### src/rtl/decode_pkg.sv
// decode_pkg: opcodes, control-field codes, NOP bundle and FSM states shared by the decode stage
package decode_pkg;
    localparam logic [3:0] OP_ADI  = 4'b0000;
    localparam logic [3:0] OP_ADD  = 4'b0001;
    localparam logic [3:0] OP_NAND = 4'b0010;
    localparam logic [3:0] OP_LHI  = 4'b0011;
    localparam logic [3:0] OP_LW   = 4'b0100;
    localparam logic [3:0] OP_SW   = 4'b0101;
    localparam logic [3:0] OP_LM   = 4'b0110;
    localparam logic [3:0] OP_SM   = 4'b0111;
    localparam logic [3:0] OP_BEQ  = 4'b1000;
    localparam logic [3:0] OP_JAL  = 4'b1001;
    localparam logic [3:0] OP_JLR  = 4'b1010;
    localparam logic [3:0] OP_JRI  = 4'b1011;
    localparam logic [1:0] MEM_NONE  = 2'b00;
    localparam logic [1:0] MEM_LOAD  = 2'b01;
    localparam logic [1:0] MEM_STORE = 2'b10;
    localparam logic [2:0] WB_NONE = 3'b000;
    localparam logic [2:0] WB_MEM  = 3'b100;
    localparam logic [2:0] WB_PC   = 3'b101;
    localparam logic [2:0] WB_ALU  = 3'b110;
    localparam logic [2:0] WB_IMM  = 3'b111;
    localparam logic [3:0] EX_ADD  = 4'b0000;
    localparam logic [3:0] EX_LHI  = 4'b1001;
    localparam logic [3:0] EX_NOP  = 4'b1111;
    typedef struct packed {
        logic [1:0] mem;
        logic [2:0] wb;
        logic [3:0] ex;
    } ctl_t;
    localparam ctl_t NOP_CTL = '{mem: MEM_NONE, wb: WB_NONE, ex: EX_NOP};
    typedef enum logic {IDLE, EXPAND} state_t;
endpackage

### src/rtl/decode_comb.sv
// decode_comb: combinational field decode of one instruction for a given LM/SM register (DECODE_ILLEGAL_FLAG_EN adds illegal)
module decode_comb import decode_pkg::*; #(
    parameter int REG_AW = 3,
    parameter bit ILLEGAL_AS_NOP = 1'b1
) (
    input  logic [15:0]       instr,
    input  logic [REG_AW-1:0] cur_reg,
    output ctl_t              ctl,
    output logic [REG_AW-1:0] src1,
    output logic [REG_AW-1:0] src2,
    output logic [REG_AW-1:0] dest,
    output logic              imm_control
`ifdef DECODE_ILLEGAL_FLAG_EN
    ,
    output logic              illegal
`endif
);
    localparam int MW = 2**REG_AW;
    logic [3:0] op;
    logic       ill;
    ctl_t       raw;
    assign op = instr[15:12];
`ifdef DECODE_ILLEGAL_FLAG_EN
    assign illegal = ill;
`endif
    // opcode table; zero-mask LM/SM and (optionally) illegal encodings collapse to NOP control
    always_comb begin
        raw = '{mem: MEM_NONE, wb: WB_NONE, ex: EX_ADD};
        src1 = instr[11:9];
        src2 = instr[8:6];
        dest = '0;
        imm_control = 1'b0;
        ill = 1'b0;
        case (op)
            OP_ADI: begin raw.wb = WB_ALU; raw.ex = EX_NOP; imm_control = 1'b1; dest = instr[8:6]; end
            OP_ADD: begin raw.wb = WB_ALU; raw.ex = {2'b00, instr[1:0]}; dest = instr[5:3]; end
            OP_NAND: begin
                raw.wb = WB_ALU;
                dest = instr[5:3];
                raw.ex = instr[1:0] == 2'b00 ? 4'b0100 : instr[1:0] == 2'b10 ? 4'b0101 :
                         instr[1:0] == 2'b01 ? 4'b0110 : EX_ADD;
                ill = instr[1:0] == 2'b11;
            end
            OP_LHI: begin raw.wb = WB_IMM; raw.ex = EX_LHI; dest = instr[11:9]; end
            OP_LW: begin raw = '{mem: MEM_LOAD, wb: WB_MEM, ex: EX_NOP}; dest = instr[8:6]; end
            OP_SW: raw = '{mem: MEM_STORE, wb: WB_NONE, ex: EX_NOP};
            OP_LM: begin raw = '{mem: MEM_LOAD, wb: WB_MEM, ex: EX_NOP}; dest = cur_reg; end
            OP_SM: begin raw = '{mem: MEM_STORE, wb: WB_NONE, ex: EX_NOP}; src2 = cur_reg; end
            OP_BEQ: imm_control = 1'b1;
            OP_JAL, OP_JLR: begin raw.wb = WB_PC; dest = instr[11:9]; end
            OP_JRI: ;
            default: ill = 1'b1;
        endcase
        ctl = ((op == OP_LM || op == OP_SM) && ~|instr[MW-1:0]) || (ill && ILLEGAL_AS_NOP) ? NOP_CTL : raw;
    end
endmodule

### src/rtl/decode_stage_seq.sv
// decode_stage_seq: registered valid/ready decode stage with LM/SM expansion and flush (DECODE_ILLEGAL_FLAG_EN adds illegal)
module decode_stage_seq import decode_pkg::*; #(
    parameter int PC_W = 16,
    parameter int REG_AW = 3,
    parameter bit ILLEGAL_AS_NOP = 1'b1
) (
    input  logic              clk,
    input  logic              rst_n,
    input  logic              flush,
    input  logic              in_valid,
    output logic              in_ready,
    input  logic [15:0]       in_instr,
    input  logic [PC_W-1:0]   in_pc,
    output logic              out_valid,
    input  logic              out_ready,
    output logic [PC_W-1:0]   out_pc,
    output logic [1:0]        Mem,
    output logic [2:0]        WB,
    output logic [3:0]        Ex,
    output logic [REG_AW-1:0] src1,
    output logic [REG_AW-1:0] src2,
    output logic [REG_AW-1:0] dest,
    output logic [5:0]        Imm_6,
    output logic [8:0]        Imm_9,
    output logic              imm_control,
    output logic [REG_AW-1:0] uop_offset,
    output logic              uop_last
`ifdef DECODE_ILLEGAL_FLAG_EN
    ,
    output logic              illegal
`endif
);
    localparam int MW = 2**REG_AW;
    state_t            state;
    logic [15:0]       lat_instr;
    logic [PC_W-1:0]   lat_pc;
    logic [MW-1:0]     rem_mask;
    logic [15:0]       sel_instr;
    logic [PC_W-1:0]   sel_pc;
    logic [MW-1:0]     sel_mask;
    logic [MW-1:0]     rest;
    logic [REG_AW-1:0] cur_reg;
    logic              multi;
    logic              load;
    ctl_t              ctl;
    logic [REG_AW-1:0] d_src1, d_src2, d_dest;
    logic              d_immc;
`ifdef DECODE_ILLEGAL_FLAG_EN
    logic              d_ill;
`endif

    function automatic logic [REG_AW-1:0] lowest(input logic [MW-1:0] m);
        lowest = '0;
        for (int i = MW-1; i >= 0; i--) if (m[i]) lowest = REG_AW'(i);
    endfunction

    assign in_ready  = state == IDLE && (!out_valid || out_ready) && !flush;
    assign sel_instr = state == EXPAND ? lat_instr : in_instr;
    assign sel_pc    = state == EXPAND ? lat_pc : in_pc;
    assign sel_mask  = state == EXPAND ? rem_mask : in_instr[MW-1:0];
    assign rest      = sel_mask & (sel_mask - MW'(1));
    assign cur_reg   = lowest(sel_mask);
    assign multi     = sel_instr[15:12] == OP_LM || sel_instr[15:12] == OP_SM;
    assign load      = (in_valid && in_ready) || (state == EXPAND && out_ready && !flush);

    decode_comb #(.REG_AW(REG_AW), .ILLEGAL_AS_NOP(ILLEGAL_AS_NOP)) u_comb (
        .instr(sel_instr),
        .cur_reg(cur_reg),
        .ctl(ctl),
        .src1(d_src1),
        .src2(d_src2),
        .dest(d_dest),
        .imm_control(d_immc)
`ifdef DECODE_ILLEGAL_FLAG_EN
        ,
        .illegal(d_ill)
`endif
    );

    // output register and expansion FSM: load a micro-op on accept/advance, drain when taken, flush kills all
    always_ff @(posedge clk or negedge rst_n) begin
        if (!rst_n) begin
            state <= IDLE;
            out_valid <= 1'b0;
            lat_instr <= '0;
            lat_pc <= '0;
            rem_mask <= '0;
            out_pc <= '0;
            Mem <= MEM_NONE;
            WB <= WB_NONE;
            Ex <= EX_NOP;
            src1 <= '0;
            src2 <= '0;
            dest <= '0;
            Imm_6 <= '0;
            Imm_9 <= '0;
            imm_control <= 1'b0;
            uop_offset <= '0;
            uop_last <= 1'b1;
`ifdef DECODE_ILLEGAL_FLAG_EN
            illegal <= 1'b0;
`endif
        end else if (flush) begin
            state <= IDLE;
            out_valid <= 1'b0;
            rem_mask <= '0;
        end else if (load) begin
            out_valid <= 1'b1;
            lat_instr <= sel_instr;
            lat_pc <= sel_pc;
            rem_mask <= multi ? rest : '0;
            state <= multi && |rest ? EXPAND : IDLE;
            out_pc <= sel_pc;
            Mem <= ctl.mem;
            WB <= ctl.wb;
            Ex <= ctl.ex;
            src1 <= d_src1;
            src2 <= d_src2;
            dest <= d_dest;
            Imm_6 <= sel_instr[5:0];
            Imm_9 <= sel_instr[8:0];
            imm_control <= d_immc;
            uop_offset <= state == EXPAND ? uop_offset + REG_AW'(1) : '0;
            uop_last <= !multi || ~|rest;
`ifdef DECODE_ILLEGAL_FLAG_EN
            illegal <= d_ill;
`endif
        end else if (out_ready) begin
            out_valid <= 1'b0;
        end
    end
endmodule

### config.mk
export PLATFORM = sky130hd
export DESIGN_NAME = decode_stage_seq
export DESIGN_NICKNAME = d
export VERILOG_FILES = /design/src/rtl/decode_pkg.sv /design/src/rtl/decode_comb.sv /design/src/rtl/decode_stage_seq.sv
export SDC_FILE = /design/constraint.sdc
export NUM_CORES = 1
export LEC_CHECK = 0
export CAP_MARGIN = 40
export CORE_MARGIN = 2
export CORE_UTILIZATION = 44
export CTS_BUF_LIST = sky130_fd_sc_hd__clkbuf_8
export DETAILED_ROUTE_END_ITERATION = 8
export GPL_ROUTABILITY_DRIVEN = 1
export PLACE_DENSITY_LB_ADDON = 0.05
export SLEW_MARGIN = 20
export SYNTH_ARGS = -nofsm -noshare
export SYNTH_HDL_FRONTEND = slang
export SYNTH_HIERARCHICAL = 1
export SYNTH_SLANG_ARGS = --single-unit
### constraint.sdc
create_clock -name clk -period 3.02 [get_ports clk]
set_input_delay 0.604 -clock clk [delete_from_list [all_inputs] [get_ports clk]]
set_output_delay 0.604 -clock clk [all_outputs]
set_load 0.02 [all_outputs]
Word-level counts from Yosys, hierarchy flattened
Cells that the tools add are included.
{"block": "totals", "register_bits": 80, "input_bits": 37, "wordCells": 101, "out_inout_bits": 56}
{"block": "op_classes", "n_eq_ne": 14, "reduce_logical": 35, "mux": 31, "bitwise_logic": 3, "addsub": 2}
{"operator": "3-bit 2-to-1 mux", "n": 11}
{"operator": "8-bit 2-to-1 mux", "n": 4}
{"operator": "3-bit one-hot mux with 4 select lines", "n": 2}
{"operator": "4-bit by 3-bit == test with 1-bit output (second input constant)", "n": 4}
{"operator": "4-bit == test (second input constant)", "n": 4}
{"operator": "16-bit 2-to-1 mux", "n": 1}
{"operator": "4-bit one-hot mux with 4 select lines", "n": 1}
{"operator": "8-bit OR reduction", "n": 2}
{"operator": "2-bit OR reduction", "n": 6}
{"operator": "11-bit OR reduction", "n": 1}
{"operator": "9-bit 2-to-1 mux", "n": 1}
{"operator": "8-bit bitwise AND", "n": 1}
{"operator": "4-bit by 2-bit == test with 1-bit output (second input constant)", "n": 2}
{"operator": "4-bit 2-to-1 mux", "n": 2}
{"operator": "8-bit by 1-bit subtractor with 8-bit output (second input constant)", "n": 1}
{"operator": "1-bit logical AND", "n": 7}
{"operator": "1-bit 2-to-1 mux", "n": 7}
{"operator": "3-bit OR reduction", "n": 2}
{"operator": "1-bit logical NOT", "n": 5}
{"operator": "1-bit logical OR", "n": 5}
{"operator": "5-bit OR reduction", "n": 1}
{"operator": "2-bit == test (second input constant)", "n": 2}
{"operator": "4-bit by 1-bit == test with 1-bit output (second input constant)", "n": 1}
{"operator": "4-bit logical NOT", "n": 1}
{"operator": "other kinds (10)", "n": 11}

Longest topological paths before layout
{"block": "depth", "depth_word": 10, "ltp_mapped": 12, "mapped_depth_nobuf": 10}

Modules after synthesis
Netlist, hierarchy kept.
{"module": "decode_stage_seq", "area_each_um2": 3067.9, "seq_area_each_um2": 1607.8, "cells_per_inst": 313, "n_inst": 1}
{"module": "decode_comb", "area_each_um2": 386.6, "seq_area_each_um2": 0.0, "cells_per_inst": 59, "n_inst": 1}

Least setup slack after synthesis
OpenSTA, ideal clock, no wires.
{"block": "synth_path", "path_type": "input -> register", "from": "input out_ready", "to": "register lat_pc[10]", "t_required_ns": 2.895, "setup_time_ns": 0.125, "n_path_buf": 1, "slack_ns": 0.703, "arrival_time_ns": 2.192, "stages": 5, "cell_sequence": "nand2b_1 -> nor3b_1 -> nand2_1 -> buf_2 -> mux2_2"}
{"block": "synth_between", "elab_chain_cells": 6, "elab_cells_between_ends": 8, "cone_classes": "reduce/logical (8)"}
{"element": "start, declared", "line": "decode_stage_seq.sv:15", "source": "input logic out_ready,"}
{"element": "1-bit logical OR", "line": "decode_stage_seq.sv:57", "source": "assign in_ready = state == IDLE && (!out_valid || out_ready) && !flush;"}
{"element": "1-bit logical AND (2 in series)", "line": "decode_stage_seq.sv:57"}
{"element": "via in_ready", "line": "decode_stage_seq.sv:11", "source": "output logic in_ready,"}
{"element": "1-bit logical AND", "line": "decode_stage_seq.sv:64", "source": "assign load = (in_valid && in_ready) || (state == EXPAND && out_ready && !flush);"}
{"element": "1-bit logical OR", "line": "decode_stage_seq.sv:64"}
{"element": "3-bit AND reduction (no source line)"}
{"element": "end signal, assigned", "line": "decode_stage_seq.sv:110", "source": "lat_pc <= sel_pc;"}
{"element": "end, declared", "line": "decode_stage_seq.sv:36", "source": "logic [PC_W-1:0] lat_pc;"}
The timed path passes the listed nets, and every way through them passes these cells.
A chain may end at the register's enable or synchronous reset.

Worst setup path after layout
{"block": "layout_path", "from": "input out_ready", "to": "output in_ready"}
{"block": "layout_between", "elab_chain_cells": 3}
{"element": "1-bit logical OR", "line": "decode_stage_seq.sv:57"}
{"element": "1-bit logical AND (2 in series)", "line": "decode_stage_seq.sv:57"}
{"element": "end, declared", "line": "decode_stage_seq.sv:11"}
Every way passes these cells.

==> impl_metrics.xml <==
<?xml version="1.0" encoding="UTF-8"?>
<metrics>
  <group name="sta">
    <metric name="finalSetupTns" unit="ns">0</metric>
    <metric name="setup_viol" unit="">0</metric>
    <metric name="timing_worst_slew_pin_value" unit="ns">0.656</metric>
    <metric name="timing.final.crit_period" unit="ns">2.87</metric>
    <metric name="rsz_0062_raised_after_global_routing" unit="">no</metric>
    <metric name="max_clock_freq" unit="GHz">0.348</metric>
    <metric name="report.final.hold_viol_count" unit="">0</metric>
    <metric name="worst_clock_skew" unit="ns">0.00561</metric>
    <metric name="final_cycle_share" unit="%">95.1</metric>
    <metric name="max-slew-margin-rel" unit="%">56.2</metric>
    <metric name="number_of_slew_limit_violations_in_the_final_report" unit="">0</metric>
  </group>
  <group name="yosys">
    <metric name="netlist_area" unit="um^2">3450</metric>
    <metric name="yosys_register_bits" unit="">64</metric>
    <metric name="average_footprint_of_a_synthesized_cell" unit="um^2">9.29</metric>
    <metric name="synth.yosys.seq_area_share" unit="%">46.5</metric>
    <metric name="synth_top_area_cell" unit="">dfrtp_1</metric>
    <metric name="post-synth-top-count-cell" unit="">nand2_1</metric>
    <metric name="ys_types" unit="">51</metric>
    <metric name="synth_commonest_cells" unit="">nand2_1 (111), dfrtp_1 (59), mux2_2 (34)</metric>
    <metric name="synthDominantCellAreaShare" unit="%">42.7</metric>
    <metric name="ys.flop_type" unit="">dfrtp_1</metric>
    <metric name="synth_edf_count" unit="">0</metric>
    <metric name="top_cells_by_area_synth" unit="">dfrtp_1 (43%), nand2_1 (12%), mux2_2 (11%)</metric>
    <metric name="yosysWarnings" unit="">6</metric>
    <metric name="synthesis.instances" unit="">372</metric>
    <metric name="asyncSetResetFlopFracSynth" unit="%">100</metric>
    <metric name="synth_nets" unit="">410</metric>
  </group>
  <group name="grt">
    <metric name="grt_first_pass_wirelength" unit="um">13800</metric>
    <metric name="grt.total_usage" unit="%">20.6</metric>
    <metric name="number_of_antenna_violations_at_the_first_check_in_global_routing" unit="">0</metric>
    <metric name="largest_net_degree_at_the_start_of_global_routing" unit="">38</metric>
    <metric name="first_global_vias" unit="">2840</metric>
    <metric name="grt-ovfl-total" unit="">0</metric>
  </group>
  <group name="clock_network">
    <metric name="cts_max_level" unit="">3</metric>
    <metric name="clk_root_buffer_cell" unit="">clkbuf_8</metric>
    <metric name="clockBufferDepth" unit="">2</metric>
    <metric name="cts_repair_resize_count" unit="">0</metric>
    <metric name="post-cts-setup-buffer-count" unit="">0</metric>
    <metric name="tritoncts" unit="">done</metric>
    <metric name="worstSkewPairLatency" unit="ns">0.34</metric>
    <metric name="cts.clk_slew.worst_paths" unit="ns">0.07</metric>
    <metric name="cts_bufs_inserted" unit="">9</metric>
    <metric name="cts_hold_repair.buffers" unit="">0</metric>
    <metric name="clock_sinks" unit="">64</metric>
  </group>
  <group name="floorplan">
    <metric name="initial_utilization" unit="%">45.2</metric>
    <metric name="design.die.area" unit="um^2">8580</metric>
    <metric name="core_area" unit="um^2">7650</metric>
    <metric name="rows" unit="">32</metric>
    <metric name="chipHeight" unit="um">92.6</metric>
    <metric name="design.portCount" unit="">93</metric>
    <metric name="die_w" unit="um">92.6</metric>
  </group>
  <group name="finish">
    <metric name="post_route_cells_drive_above_1_share" unit="%">15.1</metric>
    <metric name="final_net_count" unit="">484</metric>
    <metric name="antenna_cells_inserted" unit="">0</metric>
    <metric name="fill_cells" unit="">691</metric>
    <metric name="area_growth_syn_to_layout" unit="%">31.7</metric>
    <metric name="final_core_utilization" unit="%">59.5</metric>
  </group>
  <group name="placed_design">
    <metric name="io_buffer_count" unit="">92</metric>
    <metric name="hpwl" unit="um">5910</metric>
    <metric name="gp_congestion" unit="">0.839</metric>
  </group>
  <group name="hold_path">
    <metric name="hold_wc_path_type" unit="">in2async</metric>
  </group>
  <group name="routing">
    <metric name="wl_per_cell" unit="um">14.9</metric>
    <metric name="first_pass_iters" unit="">4</metric>
    <metric name="drt_iter0_drc" unit="">172</metric>
    <metric name="post-route-drc-count" unit="">0</metric>
    <metric name="final_antenna_net_count" unit="">0</metric>
    <metric name="via_per_inst" unit="">5.26</metric>
    <metric name="detail_route.wirelength" unit="um">8250</metric>
    <metric name="detailroute.via_count" unit="">2909</metric>
  </group>
  <group name="power">
    <metric name="power_leakage" unit="nW">2.03</metric>
    <metric name="irDropWorstVdd" unit="mV">0.323</metric>
    <metric name="p_comb_share" unit="%">38.2</metric>
    <metric name="internal_power_of_the_cells" unit="W">0.00205</metric>
    <metric name="power.density" unit="nW/um^2">681</metric>
    <metric name="pwr-share-clk" unit="%">23.8</metric>
    <metric name="total_switching_power" unit="W">0.00105</metric>
    <metric name="seq_power_share" unit="%">38.0</metric>
    <metric name="switching_share" unit="%">33.9</metric>
  </group>
  <group name="worst_setup_path">
    <metric name="worst_ep_required_time" unit="ns">2.42</metric>
    <metric name="cp-start-kind" unit="">input port</metric>
    <metric name="cp-startpoint" unit="">out_ready</metric>
    <metric name="crit_path_capture_type" unit="">primary output</metric>
    <metric name="worst_case_reg_to_reg_path_depth" unit="">11</metric>
    <metric name="worst-r2r-setup-slack" unit="ns">0.51</metric>
    <metric name="cp_data_arrival_time" unit="ns">2.27</metric>
    <metric name="worstReg2RegStart" unit="">state</metric>
    <metric name="cp_top_family" unit="">buffers and inverters</metric>
    <metric name="cp_max_fo" unit="">4</metric>
    <metric name="crit_path_cell_trace" unit="">clkdlybuf4s50_1 -&gt; nand2b_1 -&gt; nor3b_1 -&gt; clkdlybuf4s50_1</metric>
    <metric name="timing.critical_path.slowest_stage_cell" unit="">clkdlybuf4s50_1</metric>
    <metric name="crit_buf_inv" unit="">2</metric>
    <metric name="critPathMaxStageDelay" unit="ns">0.67</metric>
    <metric name="reg2reg_to" unit="">dest[0]</metric>
    <metric name="path_class" unit="">in2out</metric>
    <metric name="cp_common_cell" unit="">clkdlybuf4s50_1</metric>
  </group>
  <group name="status">
    <metric name="status" unit="">completed</metric>
  </group>
  <group name="run">
    <metric name="maxcap_violations" unit="">0</metric>
  </group>
</metrics>
## stage by stage
stage | area, um^2 | hold slack (ns) | instances | total power (W) | worst slack (ns)
floorplan | 3450 | 0.308 | 372 | 0.00191 | 0.703
global placement | 4350 | 0.452 | 537 | 0.00236 | 0.177
detailed placement | 4350 | 0.454 | 537 | 0.00238 | 0.150
CTS | 4550 | 0.306 | 553 | 0.00314 | 0.139
global route | 4550 | 0.334 | 553 | 0.00330 | 0.0506
finish | 4550 | 0.292 | 553 | 0.00310 | 0.149
## cells by family (layout without fill, tap and decap cells)
family          count (synthesis)  count (layout)  synth area share [%]
simple gates                  167             167                  20.8
flops                          64              64                  46.5
compound gates                 62              62                  13.3
xor+xnor                        2               2                 0.507
buf+inv                        40             119                  6.85
mux                            35              35                  11.4
fa+ha+maj                       2               2                 0.652
## cells in the final DEF (no fill, tap or decap), types with 3 or more instances in the layout
cell / instances
dfstp_2: 5
nor3_1: 5
mux2_2: 34
a31oi_1: 6
nand2_1: 111
a22o_1: 4
buf_4: 4
inv_1: 7
nand2b_1: 10
nor2b_1: 6
nand3_1: 5
o21ai_0: 6
a21oi_1: 12
clkbuf_8: 11
a32o_1: 3
nor2_1: 21
a21o_1: 5
clkdlybuf4s50_1: 91
a221o_1: 3
dfrtp_1: 59
o22ai_1: 3
## registers in the layout (all words and copies together), names as in the netlist, 2 cells and up
name and flops:
lat_pc 16, lat_instr 8, rem_mask 7, Imm_6 5, Ex 4, Imm_9 3, WB 3, dest 3
src1 3, src2 3, uop_offset 3, Mem 2
## power by group through the flow
stage	Clock [W]	Sequential (W)	Combinational (W)
finish	0.000737	0.00118	0.00118
floorplan	0	0.00133	0.000582
detailed placement	0	0.00119	0.00119
global route	0.000809	0.00120	0.00128
CTS	0.000762	0.00118	0.00119
global placement	0	0.00118	0.00118
## final cells by class
class,count,area [um^2],share of cell area (%)
multi-input combinational,268,1610,35.4
sequential,64,1610,35.3
timing repair buffer,98,986,21.7
clock buffer,11,151,3.33
tap,102,128,2.81
clock inverter,5,47.5,1.05
inverter,5,18.8,0.413
## how the worst max path moves through the flow
stage,endpoint,slack [ns],cells past startpoint
3_3_place_gp,in_ready,0.18,4
5_1_grt,in_ready,0.05,4
6_report,in_ready,0.15,4
2_1_floorplan,lat_pc[10],0.70,5
3_5_place_dp,in_ready,0.15,4
4_1_cts,in_ready,0.14,4
## per-layer routing
| layer | vias to the layer above | wire length [um] | GRT usage (%) |
|---|---|---|---|
| li1 | 1406 | - | - |
| met1 | 1390 | 3700 | 27.3 |
| met2 | 104 | 3810 | 31.8 |
| met3 | 9 | 629 | 6.43 |
| met4 | 0 | 112 | 7.59 |
| met5 | - | 0 | 0 |
(Power assumes the default switching activity.)
